`config.mk`:
```
export PLATFORM = sky130hd
export DESIGN_NAME = uart_loader
export DESIGN_NICKNAME = d
export VERILOG_FILES = /design/src/rtl/uart_loader_pkg.sv /design/src/rtl/uart_rx_byte.sv /design/src/rtl/uart_loader.sv
export SDC_FILE = /design/constraint.sdc
export NUM_CORES = 1
export LEC_CHECK = 0
export ABC_CLOCK_PERIOD_IN_PS = 4300
export BUFFER_PORTS_ARGS = -buffer_cell sky130_fd_sc_hd__buf_2
export CELL_PAD_IN_SITES_DETAIL_PLACEMENT = 1
export CELL_PAD_IN_SITES_GLOBAL_PLACEMENT = 1
export CORE_MARGIN = 2
export CORE_UTILIZATION = 36
export DETAILED_ROUTE_END_ITERATION = 10
export GPL_ROUTABILITY_DRIVEN = 0
export PLACE_DENSITY = 0.65
export SETUP_SLACK_MARGIN = 0.15
export SYNTH_ARGS = -nofsm -noshare
export SYNTH_HDL_FRONTEND = slang
export SYNTH_HIERARCHICAL = 1
export SYNTH_SLANG_ARGS = --single-unit
```
`constraint.sdc`:
```
create_clock -name clk -period 4.3 [get_ports clk]
set_input_delay 1.075 -clock clk [delete_from_list [all_inputs] [get_ports clk]]
set_output_delay 1.075 -clock clk [all_outputs]
set_load 0.01 [all_outputs]
```
`src/rtl/uart_loader_pkg.sv`:
```
// Shared types and constants for the UART boot loader.
package uart_loader_pkg;

  // Loader protocol states.
  typedef enum logic [2:0] {
    ST_IDLE,
    ST_CNT_HI,
    ST_CNT_LO,
    ST_DATA,
    ST_ACK,
    ST_ERR,
    ST_DONE
  } state_t;

  // Byte receiver states.
  typedef enum logic [1:0] {
    RX_IDLE,
    RX_START,
    RX_DATA,
    RX_STOP
  } rx_state_t;

  localparam logic [7:0]  TAG_IMEM  = 8'h49;
  localparam logic [7:0]  TAG_DMEM  = 8'h44;
  localparam logic [7:0]  TAG_END   = 8'h45;
  localparam logic [7:0]  REPLY_OK  = 8'h4B;
  localparam logic [7:0]  REPLY_ERR = 8'h3F;
  localparam logic [15:0] MAX_WORDS = 16'd16384;

  // Clock cycles per serial bit, truncated.
  function automatic int bit_cycles(input int clk_hz, input int baud);
    return clk_hz / baud;
  endfunction

endpackage

```
`src/rtl/uart_rx_byte.sv`:
```
// 8N1 byte receiver: rx synchronizer, start-bit validation, centre sampling.
// A byte whose stop bit samples low is dropped without any indication.
module uart_rx_byte
  import uart_loader_pkg::*;
#(
  parameter int CLK_HZ = 10_000_000,
  parameter int BAUD   = 115200
) (
  input  logic       clk,
  input  logic       reset,
  input  logic       rx,
  output logic [7:0] rx_byte,
  output logic       rx_valid
);

  localparam int BIT_CYC = bit_cycles(CLK_HZ, BAUD);
  localparam int HALF    = BIT_CYC / 2;
  localparam int CW      = $clog2(BIT_CYC + 1);

  logic            r_sync1, r_sync2, r_prev;
  rx_state_t       r_state, w_state_nxt;
  logic [CW-1:0]   r_cnt, w_cnt_nxt;
  logic [2:0]      r_bit, w_bit_nxt;
  logic [7:0]      r_shift, w_shift_nxt;
  logic [7:0]      r_byte, w_byte_nxt;
  logic            r_valid, w_valid_nxt;

  // Two-stage synchronizer plus one delayed copy for falling-edge detection.
  always_ff @(posedge clk or posedge reset) begin
    if (reset) begin
      r_sync1 <= 1'b1;
      r_sync2 <= 1'b1;
      r_prev  <= 1'b1;
    end else begin
      r_sync1 <= rx;
      r_sync2 <= r_sync1;
      r_prev  <= r_sync2;
    end
  end

  // Receiver state and datapath registers.
  always_ff @(posedge clk or posedge reset) begin
    if (reset) begin
      r_state <= RX_IDLE;
      r_cnt   <= {CW{1'b0}};
      r_bit   <= 3'd0;
      r_shift <= 8'h00;
      r_byte  <= 8'h00;
      r_valid <= 1'b0;
    end else begin
      r_state <= w_state_nxt;
      r_cnt   <= w_cnt_nxt;
      r_bit   <= w_bit_nxt;
      r_shift <= w_shift_nxt;
      r_byte  <= w_byte_nxt;
      r_valid <= w_valid_nxt;
    end
  end

  // Next-state: bit timer runs from the detected edge, samples at bit centres.
  always_comb begin
    w_state_nxt = r_state;
    w_cnt_nxt   = r_cnt + CW'(1'b1);
    w_bit_nxt   = r_bit;
    w_shift_nxt = r_shift;
    w_byte_nxt  = r_byte;
    w_valid_nxt = 1'b0;
    case (r_state)
      RX_IDLE: begin
        w_cnt_nxt = {CW{1'b0}};
        if (r_prev && !r_sync2) begin
          w_state_nxt = RX_START;
        end else begin
          w_state_nxt = RX_IDLE;
        end
      end
      RX_START: begin
        if (r_cnt == CW'(HALF - 1)) begin
          w_cnt_nxt = {CW{1'b0}};
          w_bit_nxt = 3'd0;
          if (r_sync2) begin
            w_state_nxt = RX_IDLE;
          end else begin
            w_state_nxt = RX_DATA;
          end
        end else begin
          w_state_nxt = RX_START;
        end
      end
      RX_DATA: begin
        if (r_cnt == CW'(BIT_CYC - 1)) begin
          w_cnt_nxt   = {CW{1'b0}};
          w_shift_nxt = {r_sync2, r_shift[7:1]};
          w_bit_nxt   = r_bit + 3'd1;
          if (r_bit == 3'd7) begin
            w_state_nxt = RX_STOP;
          end else begin
            w_state_nxt = RX_DATA;
          end
        end else begin
          w_state_nxt = RX_DATA;
        end
      end
      RX_STOP: begin
        if (r_cnt == CW'(BIT_CYC - 1)) begin
          w_cnt_nxt   = {CW{1'b0}};
          w_state_nxt = RX_IDLE;
          if (r_sync2) begin
            w_valid_nxt = 1'b1;
            w_byte_nxt  = r_shift;
          end else begin
            w_valid_nxt = 1'b0;
          end
        end else begin
          w_state_nxt = RX_STOP;
        end
      end
      default: begin
        w_state_nxt = RX_IDLE;
      end
    endcase
  end

  assign rx_byte  = r_byte;
  assign rx_valid = r_valid;

endmodule

```
`src/rtl/uart_loader.sv`:
```
// UART boot loader: parses tagged segments into IMem/DMem word writes and
// answers each segment with a one-byte status reply.
module uart_loader
  import uart_loader_pkg::*;
#(
  parameter int CLK_HZ = 10_000_000,
  parameter int BAUD   = 115200
) (
  input  logic        clk,
  input  logic        reset,
  input  logic        rx,
  output logic        tx,
  output logic        upg_wen_o,
  output logic [14:0] upg_adr_o,
  output logic [31:0] upg_dat_o,
  output logic        upg_done_o
);

  localparam int BIT_CYC = bit_cycles(CLK_HZ, BAUD);
  localparam int CW      = $clog2(BIT_CYC + 1);

  logic        w_rx_valid;
  logic [7:0]  w_rx_byte;

  state_t      r_state, w_state_nxt;
  logic [15:0] r_cnt, w_cnt_nxt;
  logic [13:0] r_idx, w_idx_nxt;
  logic [1:0]  r_lane, w_lane_nxt;
  logic [31:0] r_word, w_word_nxt;
  logic        r_seg, w_seg_nxt;
  logic        r_wen, w_wen_nxt;
  logic [14:0] r_adr, w_adr_nxt;
  logic [31:0] r_dat, w_dat_nxt;
  logic        r_done, w_done_nxt;
  logic        w_tx_start;
  logic [7:0]  w_tx_byte;

  logic [15:0] w_full_cnt;
  logic [31:0] w_word_shift;

  logic          r_tx, r_tx_busy;
  logic [8:0]    r_tx_sh;
  logic [CW-1:0] r_tx_cnt;
  logic [3:0]    r_tx_bits;

  uart_rx_byte #(.CLK_HZ(CLK_HZ), .BAUD(BAUD)) u_rx (
    .clk      (clk),
    .reset    (reset),
    .rx       (rx),
    .rx_byte  (w_rx_byte),
    .rx_valid (w_rx_valid)
  );

  // Count assembled from the latched high byte and the incoming low byte;
  // words arrive little-endian so each byte enters at the top.
  assign w_full_cnt   = {r_cnt[15:8], w_rx_byte};
  assign w_word_shift = {w_rx_byte, r_word[31:8]};

  // Loader FSM and registered write-port outputs.
  always_ff @(posedge clk or posedge reset) begin
    if (reset) begin
      r_state <= ST_IDLE;
      r_cnt   <= 16'h0000;
      r_idx   <= 14'h0000;
      r_lane  <= 2'd0;
      r_word  <= 32'h0000_0000;
      r_seg   <= 1'b0;
      r_wen   <= 1'b0;
      r_adr   <= 15'h0000;
      r_dat   <= 32'h0000_0000;
      r_done  <= 1'b0;
    end else begin
      r_state <= w_state_nxt;
      r_cnt   <= w_cnt_nxt;
      r_idx   <= w_idx_nxt;
      r_lane  <= w_lane_nxt;
      r_word  <= w_word_nxt;
      r_seg   <= w_seg_nxt;
      r_wen   <= w_wen_nxt;
      r_adr   <= w_adr_nxt;
      r_dat   <= w_dat_nxt;
      r_done  <= w_done_nxt;
    end
  end

  // Segment parser: tag, big-endian count, then count little-endian words.
  always_comb begin
    w_state_nxt = r_state;
    w_cnt_nxt   = r_cnt;
    w_idx_nxt   = r_idx;
    w_lane_nxt  = r_lane;
    w_word_nxt  = r_word;
    w_seg_nxt   = r_seg;
    w_wen_nxt   = 1'b0;
    w_adr_nxt   = r_adr;
    w_dat_nxt   = r_dat;
    w_done_nxt  = r_done;
    w_tx_start  = 1'b0;
    w_tx_byte   = REPLY_OK;
    case (r_state)
      ST_IDLE: begin
        if (w_rx_valid) begin
          case (w_rx_byte)
            TAG_IMEM: begin w_seg_nxt = 1'b0; w_state_nxt = ST_CNT_HI; end
            TAG_DMEM: begin w_seg_nxt = 1'b1; w_state_nxt = ST_CNT_HI; end
            TAG_END: begin
              // Reply and done flag are issued on entry so DONE stays inert.
              w_state_nxt = ST_DONE;
              w_done_nxt  = 1'b1;
              w_tx_start  = 1'b1;
              w_tx_byte   = REPLY_OK;
            end
            default: w_state_nxt = ST_ERR;
          endcase
        end else begin
          w_state_nxt = ST_IDLE;
        end
      end
      ST_CNT_HI: begin
        if (w_rx_valid) begin
          w_cnt_nxt   = {w_rx_byte, 8'h00};
          w_state_nxt = ST_CNT_LO;
        end else begin
          w_state_nxt = ST_CNT_HI;
        end
      end
      ST_CNT_LO: begin
        if (w_rx_valid) begin
          w_cnt_nxt  = w_full_cnt;
          w_idx_nxt  = 14'h0000;
          w_lane_nxt = 2'd0;
          if (w_full_cnt == 16'h0000) begin
            w_state_nxt = ST_ACK;
          end else if (w_full_cnt > MAX_WORDS) begin
            w_state_nxt = ST_ERR;
          end else begin
            w_state_nxt = ST_DATA;
          end
        end else begin
          w_state_nxt = ST_CNT_LO;
        end
      end
      ST_DATA: begin
        if (w_rx_valid) begin
          w_word_nxt = w_word_shift;
          w_lane_nxt = r_lane + 2'd1;
          if (r_lane == 2'd3) begin
            w_wen_nxt = 1'b1;
            w_adr_nxt = {r_seg, r_idx};
            w_dat_nxt = w_word_shift;
            w_idx_nxt = r_idx + 14'd1;
            w_cnt_nxt = r_cnt - 16'd1;
            if (r_cnt == 16'd1) begin
              w_state_nxt = ST_ACK;
            end else begin
              w_state_nxt = ST_DATA;
            end
          end else begin
            w_state_nxt = ST_DATA;
          end
        end else begin
          w_state_nxt = ST_DATA;
        end
      end
      ST_ACK: begin
        w_tx_start  = 1'b1;
        w_tx_byte   = REPLY_OK;
        w_state_nxt = ST_IDLE;
      end
      ST_ERR: begin
        w_tx_start  = 1'b1;
        w_tx_byte   = REPLY_ERR;
        w_state_nxt = ST_IDLE;
      end
      ST_DONE: begin
        w_state_nxt = ST_DONE;
      end
      default: begin
        w_state_nxt = ST_IDLE;
      end
    endcase
  end

  // Reply shifter: start bit on load, then 8 data bits and stop; a request
  // arriving while busy is dropped.
  always_ff @(posedge clk or posedge reset) begin
    if (reset) begin
      r_tx      <= 1'b1;
      r_tx_busy <= 1'b0;
      r_tx_sh   <= 9'h1FF;
      r_tx_cnt  <= {CW{1'b0}};
      r_tx_bits <= 4'd0;
    end else if (w_tx_start && !r_tx_busy) begin
      r_tx      <= 1'b0;
      r_tx_busy <= 1'b1;
      r_tx_sh   <= {1'b1, w_tx_byte};
      r_tx_cnt  <= {CW{1'b0}};
      r_tx_bits <= 4'd0;
    end else if (r_tx_busy) begin
      if (r_tx_cnt == CW'(BIT_CYC - 1)) begin
        r_tx_cnt <= {CW{1'b0}};
        if (r_tx_bits == 4'd9) begin
          r_tx_busy <= 1'b0;
          r_tx      <= 1'b1;
        end else begin
          r_tx      <= r_tx_sh[0];
          r_tx_sh   <= {1'b1, r_tx_sh[8:1]};
          r_tx_bits <= r_tx_bits + 4'd1;
        end
      end else begin
        r_tx_cnt <= r_tx_cnt + CW'(1'b1);
      end
    end else begin
      r_tx <= 1'b1;
    end
  end

  assign tx         = r_tx;
  assign upg_wen_o  = r_wen;
  assign upg_adr_o  = r_adr;
  assign upg_dat_o  = r_dat;
  assign upg_done_o = r_done;

endmodule
```
Word-level counts from Yosys, hierarchy flattened

Index checks and enable logic that the tools add are counted.

Register bits after elaboration: 171
Latch bits: 0
Memory bits (writable): 0
ROM bits: 0
Bits of input ports: 3
Output and inout port bits: 50
Word-level logic and storage cells: 155
Memories kept: 0

Add/subtract/negate cells: 7
$mul: 0
Divide/modulo/power cells: 0
Order comparisons: 1
Equal/unequal tests: 27
Shift-type cells: 0
Multiplexer cells: 65
Bitwise gates (word level): 1
Reduce and logical (&&, ||, !) cells: 29

Operators with widths:

| cell                    | count |
|---|---|
| $mux W16                | 3 |
| $pmux W16 S3            | 1 |
| $mux W14                | 3 |
| $mux W7                 | 6 |
| $mux W9                 | 4 |
| $pmux W14 S2            | 1 |
| $mux W3                 | 9 |
| $eq A8 B7 Y1 const B    | 3 |
| $pmux W7 S3             | 1 |
| $reduce_and A3 Y1       | 7 |
| $mux W1                 | 19 |
| $eq A16 B1 Y1 const B   | 1 |
| $gt A16 B15 Y1 const B  | 1 |
| $logic_not A16 Y1       | 1 |
| $mux W4                 | 4 |
| $sub A16 B1 Y16 const B | 1 |
| $pmux W3 S5             | 1 |
| $add A14 B1 Y14 const B | 1 |
| $add A7 B1 Y7 const B   | 2 |
| $eq A7 B7 Y1 const B    | 2 |
| $eq A3 B3 Y1 const B    | 4 |
| $mux W2                 | 6 |
| $pmux W3 S2             | 2 |
| $reduce_bool A2 Y1      | 6 |
| other kinds (26)        | 41 |

Longest topological paths before layout

Word-level depth: 7
Depth in mapped cells: 9
Gate-level depth less buffers: 7

By module

The synthesis kept the hierarchy.

Modules (own cells, without submodules):

| module       | times used | cells each | area an instance (µm²) | sequential area each (µm²) |
|---|---|---|---|---|
| uart_loader  | 1          | 621        | 5935.7                 | 3264.4 |
| uart_rx_byte | 1          | 111        | 1451.4                 | 804.5 |

Least setup slack after synthesis

OpenSTA, ideal clock, no wires.

Kind: register -> register
From: reg u_rx.r_byte[7] (netlist: u_rx/rx_byte[7])
To: reg r_tx_sh[4]
Setup time: 84 ps
Arrival time: 1982 ps
Required time: 4216 ps
Slack: 2234 ps
Stages on the path, launching flop included: 7
Buffers on the path: 1
Period minus slack after synthesis: 2066 ps
Cells stage by stage: dfrtp_1 or4_4 or4b_4 a21o_1 buf_6 nand3_2 nand3_1

Cells in the longest elaborated chain, start to end: 7
Elaborated cells on any way between the ends: 10
Those cells by class: eq/ne (2); mux (4); reduce/logical (4)

Ends and longest elaborated chain:

| item                                                                       | line               | source |
|---|---|---|
| start: declaration                                                         | uart_rx_byte.sv:25 | `logic [7:0] r_byte, w_byte_nxt;` |
| start signal: assignment                                                   | uart_rx_byte.sv:55 | `r_byte <= w_byte_nxt;` |
| $eq A8 B7 Y1 (*)                                                           | uart_loader.sv:103 | `case (w_rx_byte)` |
| $mux W1 (*)                                                                | uart_loader.sv:103 |  |
| $mux W1 (*)                                                                | uart_loader.sv:102 | `if (w_rx_valid) begin` |
| $pmux W1 S2 (*)                                                            | uart_loader.sv:100 | `case (r_state)` |
| $logic_and A1 B1 Y1 (*)                                                    | uart_loader.sv:193 | `end else if (w_tx_start && !r_tx_busy) begin` |
| $ne A2 B2 Y1 (no source line) / $reduce_bool A2 Y1 (equally long branches) | --                 |  |
| $reduce_and A3 Y1 (no source line)                                         | --                 |  |
| end signal: assignment                                                     | uart_loader.sv:196 | `r_tx_sh <= {1'b1, w_tx_byte};` |
| end signal: assignment                                                     | uart_loader.sv:207 | `r_tx_sh <= {1'b1, r_tx_sh[8:1]};` |
| end: declaration                                                           | uart_loader.sv:42  | `logic [8:0] r_tx_sh;` |

Every way passes the cells marked *; elsewhere a longest branch is shown, timed or not.
A chain may end at the register's enable or synchronous reset.

==> results <==
- The first global-routing pass estimated 30.42 mm of wire.
- The via count of the first global-routing pass came to approximately 6000.
- The clock passes through at most 2 buffers.
- The count of flip-flops with a built-in enable after synthesis is 0.
- The average instance in the mapped netlist occupies 10.09 um2.
- The classification of the worst-slack hold path is flop to flop.
- The worst path in the final design needs a cycle of 2.687 ns, including I/O delays and setup.
- The number of vias per cell is approximately 5.2.
- The largest fanout of any net on the critical path is 25.
- At the worst endpoint, the required time is 4.61 ns.
- The number of fill cells is approximately 2300.
- TritonCTS built the clock tree.
- At the pin with the least slew margin, the transition time is 0.9996 ns.
- Counting distinct cell types in the post-synthesis netlist gives 68.
- Setup repair after global routing left no endpoint under its margin.
- Leaving out fill and tap cells, the most frequent cell in the layout is sky130_fd_sc_hd__nand2_1.
- The later pin in the worst-skew pair is clocked with a latency of 0.43 ns.
- The internal power summed over all cells is 0.002370 W.
- Dividing the final minimum period by the clock period gives 0.6248.
- Summed over all cells, the static leakage comes to 4.223 nW.
- The count of hold buffers inserted by post-cts repair is 0.
- Entering global routing, the biggest net connects 68 pins.
- Of the post-synthesis cell area, the dominant cell type holds 0.5081.
- Setup violations remaining at the end of the flow were counted as 0.
- The fraction of layout cells with a size suffix above 1 is 0.2051.
- The share of synthesized area occupied by flip-flops and latches is 0.5508.
- The setup path with the least slack is of type flop to flop.
- The number of antenna violations at the first check in global routing is 0.
- The area growth from synthesis to layout is 14.72%.
- The root buffer cell chosen for the clock tree is sky130_fd_sc_hd__clkbuf_16.
- The cell type with the highest aggregate area in the netlist is sky130_fd_sc_hd__dfrtp_1.
- The highest clock rate is 372.2 MHz.
- The residual DRC count is 0.
- Clock skew on the completed layout was measured at 0.006394 ns.
- Summing every instance area after synthesis gives 7387 um2.
- The proportion of power drawn by flip-flops and latches is 0.501.
- The total overflow left after global routing is 0.
- The clock tree synthesis step divided the H-tree into 4 levels.
- The first-pass iteration count of the detailed router is 4.
- Counting every sink on the clock net gives roughly 160.
- When the netlist entered floorplanning its net count stood at 748.
- The count of vias placed by the detailed router is 5489.
- The die boundary height is approximately 150 um.
- The antenna diode count is 0.
- The core footprint is 20170 um2.
- The detail route stage leaves a number of antenna-violating nets equal to 0.
- Of the total power, the share spent switching nets is 0.2560.
- The final layout contains ~790 nets.
- The die width is 147.2 um.
- The total non-filler cell area in the finished layout is 8474 um2.
- The flow ran to the end, and the final reports show no timing, DRC or antenna violations.
- Across all hold checks on the routed design, the worst slack comes to between 0.3 and 0.4 ns.
- The number of port buffers is 52.
- The post-cts repair resize count is 0.
- The half-perimeter wire length after placement is about 12 mm.
- The count of buffers added by post-CTS timing repair for setup is 0.
- After the first detailed-routing iteration, the DRC count stood at 217.
- The headroom to the max-slew limit is 0.3320.
- The worst setup path is launched from a flop.
- The final routed wire length divided by cell count is 16.85 um.
- Registers take about 4100 um2.
- Of all flip-flops after synthesis, the portion carrying an async set or reset was 1.000.
- The total routing usage reported by global routing is 0.1742.
- After clock tree synthesis, the clock-pin slew on the worst setup and hold paths is 0.07 ns.
- The cell count after synthesis is 732.
- The post-placement cell area is roughly 8000 um2.
- The CTS buffer count is 17.
- Dividing total power by cell area gives a power density of 375.9 nW/um2.
- The flop and latch count out of synthesis is 162.
- The total count of hold-check failures in the final report was 0.
- Summing all multi-input logic gate instances after layout gives between 3000 and 4000 um2.
- The peak supply drop is 0.2160 mV.
- The library cells used most frequently in the layout, excluding fill and tap cells, are sky130_fd_sc_hd__nand2_1, sky130_fd_sc_hd__dfrtp_1, sky130_fd_sc_hd__buf_2, sky130_fd_sc_hd__o21ai_0, sky130_fd_sc_hd__nor2_1.
- The share of total power dissipated in the clock network is 0.455.
- The starting density of the core is 0.3663.
- The Yosys step of the flow raised 6 warnings.
- The worst setup path is captured at a flop.
- The number of placement rows is between 50 and 60.
- Data on the critical path arrives at its endpoint at 3.00 ns.
- The combinational fraction of design power is 0.043.
- The number of slew-limit violations in the final report is 0.
- The most used flip-flop cell after synthesis is sky130_fd_sc_hd__dfrtp_1.
- The floorplan step defined a die boundary enclosing 21680 um2.
- By area the synthesized netlist is led by sky130_fd_sc_hd__dfrtp_1, sky130_fd_sc_hd__nand2_1, sky130_fd_sc_hd__mux2_2.
- The number of placed I/O pins is 53.
- The power spent charging and discharging nets is 0.0008156 W.
- Setup total negative slack on the finished layout was measured at 0 ns.
- Across the run, the number of max-cap violations was 0.
- The final layout contains routed wiring with a total length of around 18 mm.
-- cell usage after synthesis (3+ instances only) --
| cell type | number |
|---|---|
| sky130_fd_sc_hd__nor4_1 | 13 |
| sky130_fd_sc_hd__buf_1 | 5 |
| sky130_fd_sc_hd__dfstp_2 | 12 |
| sky130_fd_sc_hd__nand4_1 | 4 |
| sky130_fd_sc_hd__nand3_1 | 28 |
| sky130_fd_sc_hd__clkbuf_1 | 21 |
| sky130_fd_sc_hd__nor2_1 | 42 |
| sky130_fd_sc_hd__dfrtp_1 | 150 |
| sky130_fd_sc_hd__or2_2 | 3 |
| sky130_fd_sc_hd__nor2b_1 | 6 |
| sky130_fd_sc_hd__inv_1 | 16 |
| sky130_fd_sc_hd__o21ai_0 | 49 |
| sky130_fd_sc_hd__nor3_1 | 12 |
| sky130_fd_sc_hd__buf_2 | 3 |
| sky130_fd_sc_hd__o21ai_1 | 3 |
| sky130_fd_sc_hd__or4_1 | 5 |
| sky130_fd_sc_hd__ha_1 | 13 |
| sky130_fd_sc_hd__mux2i_1 | 3 |
| sky130_fd_sc_hd__a31oi_1 | 4 |
| sky130_fd_sc_hd__a221oi_1 | 3 |
| sky130_fd_sc_hd__and3_1 | 3 |
| sky130_fd_sc_hd__nand2_1 | 168 |
| sky130_fd_sc_hd__mux2_2 | 40 |
| sky130_fd_sc_hd__nand3b_1 | 5 |
| sky130_fd_sc_hd__o31ai_1 | 3 |
| sky130_fd_sc_hd__xor2_1 | 5 |
| sky130_fd_sc_hd__or3_1 | 7 |
| sky130_fd_sc_hd__nand2b_1 | 6 |
| sky130_fd_sc_hd__xnor2_1 | 9 |
| sky130_fd_sc_hd__a22oi_1 | 4 |
| sky130_fd_sc_hd__o211ai_1 | 3 |
| sky130_fd_sc_hd__nand3_2 | 3 |
| sky130_fd_sc_hd__a21oi_1 | 31 |
| sky130_fd_sc_hd__and2_1 | 4 |
-- power by group through the flow --
stage	Clock [W]	Combinational [W]	Sequential, W
2_1_floorplan	0	0.000127	0.00160
3_3_place_gp	0	0.000129	0.00162
3_5_place_dp	0	0.000143	0.00163
4_1_cts	0.00150	0.000143	0.00160
5_1_grt	0.00156	0.000159	0.00160
6_report	0.00145	0.000138	0.00160
-- registers in the layout (all words and copies together), names as in the netlist, 4 cells and up --
signal / flops
u_rx/r_cnt: 7
r_idx: 14
r_tx_bits: 4
upg_dat_o: 32
r_tx_cnt: 7
upg_adr_o: 15
u_rx/r_shift: 8
u_rx/rx_byte: 8
r_tx_sh: 8
r_word: 24
r_cnt: 16
-- critical path, stage by stage, from the launching register on --
cell and delay (ns):
sky130_fd_sc_hd__dfrtp_1 0.68, sky130_fd_sc_hd__and3b_1 0.61, sky130_fd_sc_hd__nand2_1 0.74, sky130_fd_sc_hd__mux2_2 0.53
-- final cells by class --
class	count	share of cell area
timing repair buffer	57	0.03662
clock inverter	14	0.01447
clock buffer	18	0.05182
sequential	162	0.4801
tap	270	0.03986
inverter	18	0.008416
multi-input combinational	521	0.3687
-- metal layers --
layer | up-vias | wire length (um) | global-route usage
met2 | 62 | 8647 | 0.2900
met4 | 0 | 259 | 0.05673
met3 | 19 | 597 | 0.03851
met5 | - | 0 | 0
li1 | 2624 | - | -
met1 | 2784 | 8351 | 0.2267
-- metrics by stage --
| stage | util | cells | total power [W] | setup slack [ns] |
|---|---|---|---|---|
| 2_1_floorplan | - | 732 | 0.001730 | 1.623 |
| 3_3_place_gp | 0.3923 | 1028 | 0.001753 | 1.715 |
| 3_5_place_dp | 0.3923 | 1028 | 0.001768 | 1.647 |
| 4_1_cts | 0.4202 | 1060 | 0.003240 | 1.617 |
| 5_1_grt | 0.4202 | 1060 | 0.003322 | 1.369 |
| 6_report | 0.4202 | 1060 | 0.003185 | 1.613 |
-- worst paths after layout --
path                         startpoint  cells past startpoint         endpoint  slack (ns)
setup / recovery             r_state[0]                      3       r_word[27]        1.61
hold reg to reg            u_rx/r_sync1                      0     u_rx/r_sync2        0.36
hold / removal             u_rx/r_sync1                      0     u_rx/r_sync2        0.36
max in group asynchronous         reset                      3     upg_dat_o[1]        2.63
setup reg to reg             r_state[0]                      3       r_word[27]        1.61
min in group asynchronous         reset                      3  u_rx/r_shift[0]        0.75
-- logic make-up after synthesis --
family,count (synthesis),synth area share
muxes,43,0.06504
AOI/OAI and AO/OA,119,0.09587
and+or+nand+nor,332,0.2227
xor gates and xnor gates,14,0.01660
adders and majority gates,13,0.02202
buffers and inverters,49,0.02693
DFF,162,0.5508
(Power assumes the default switching activity.)
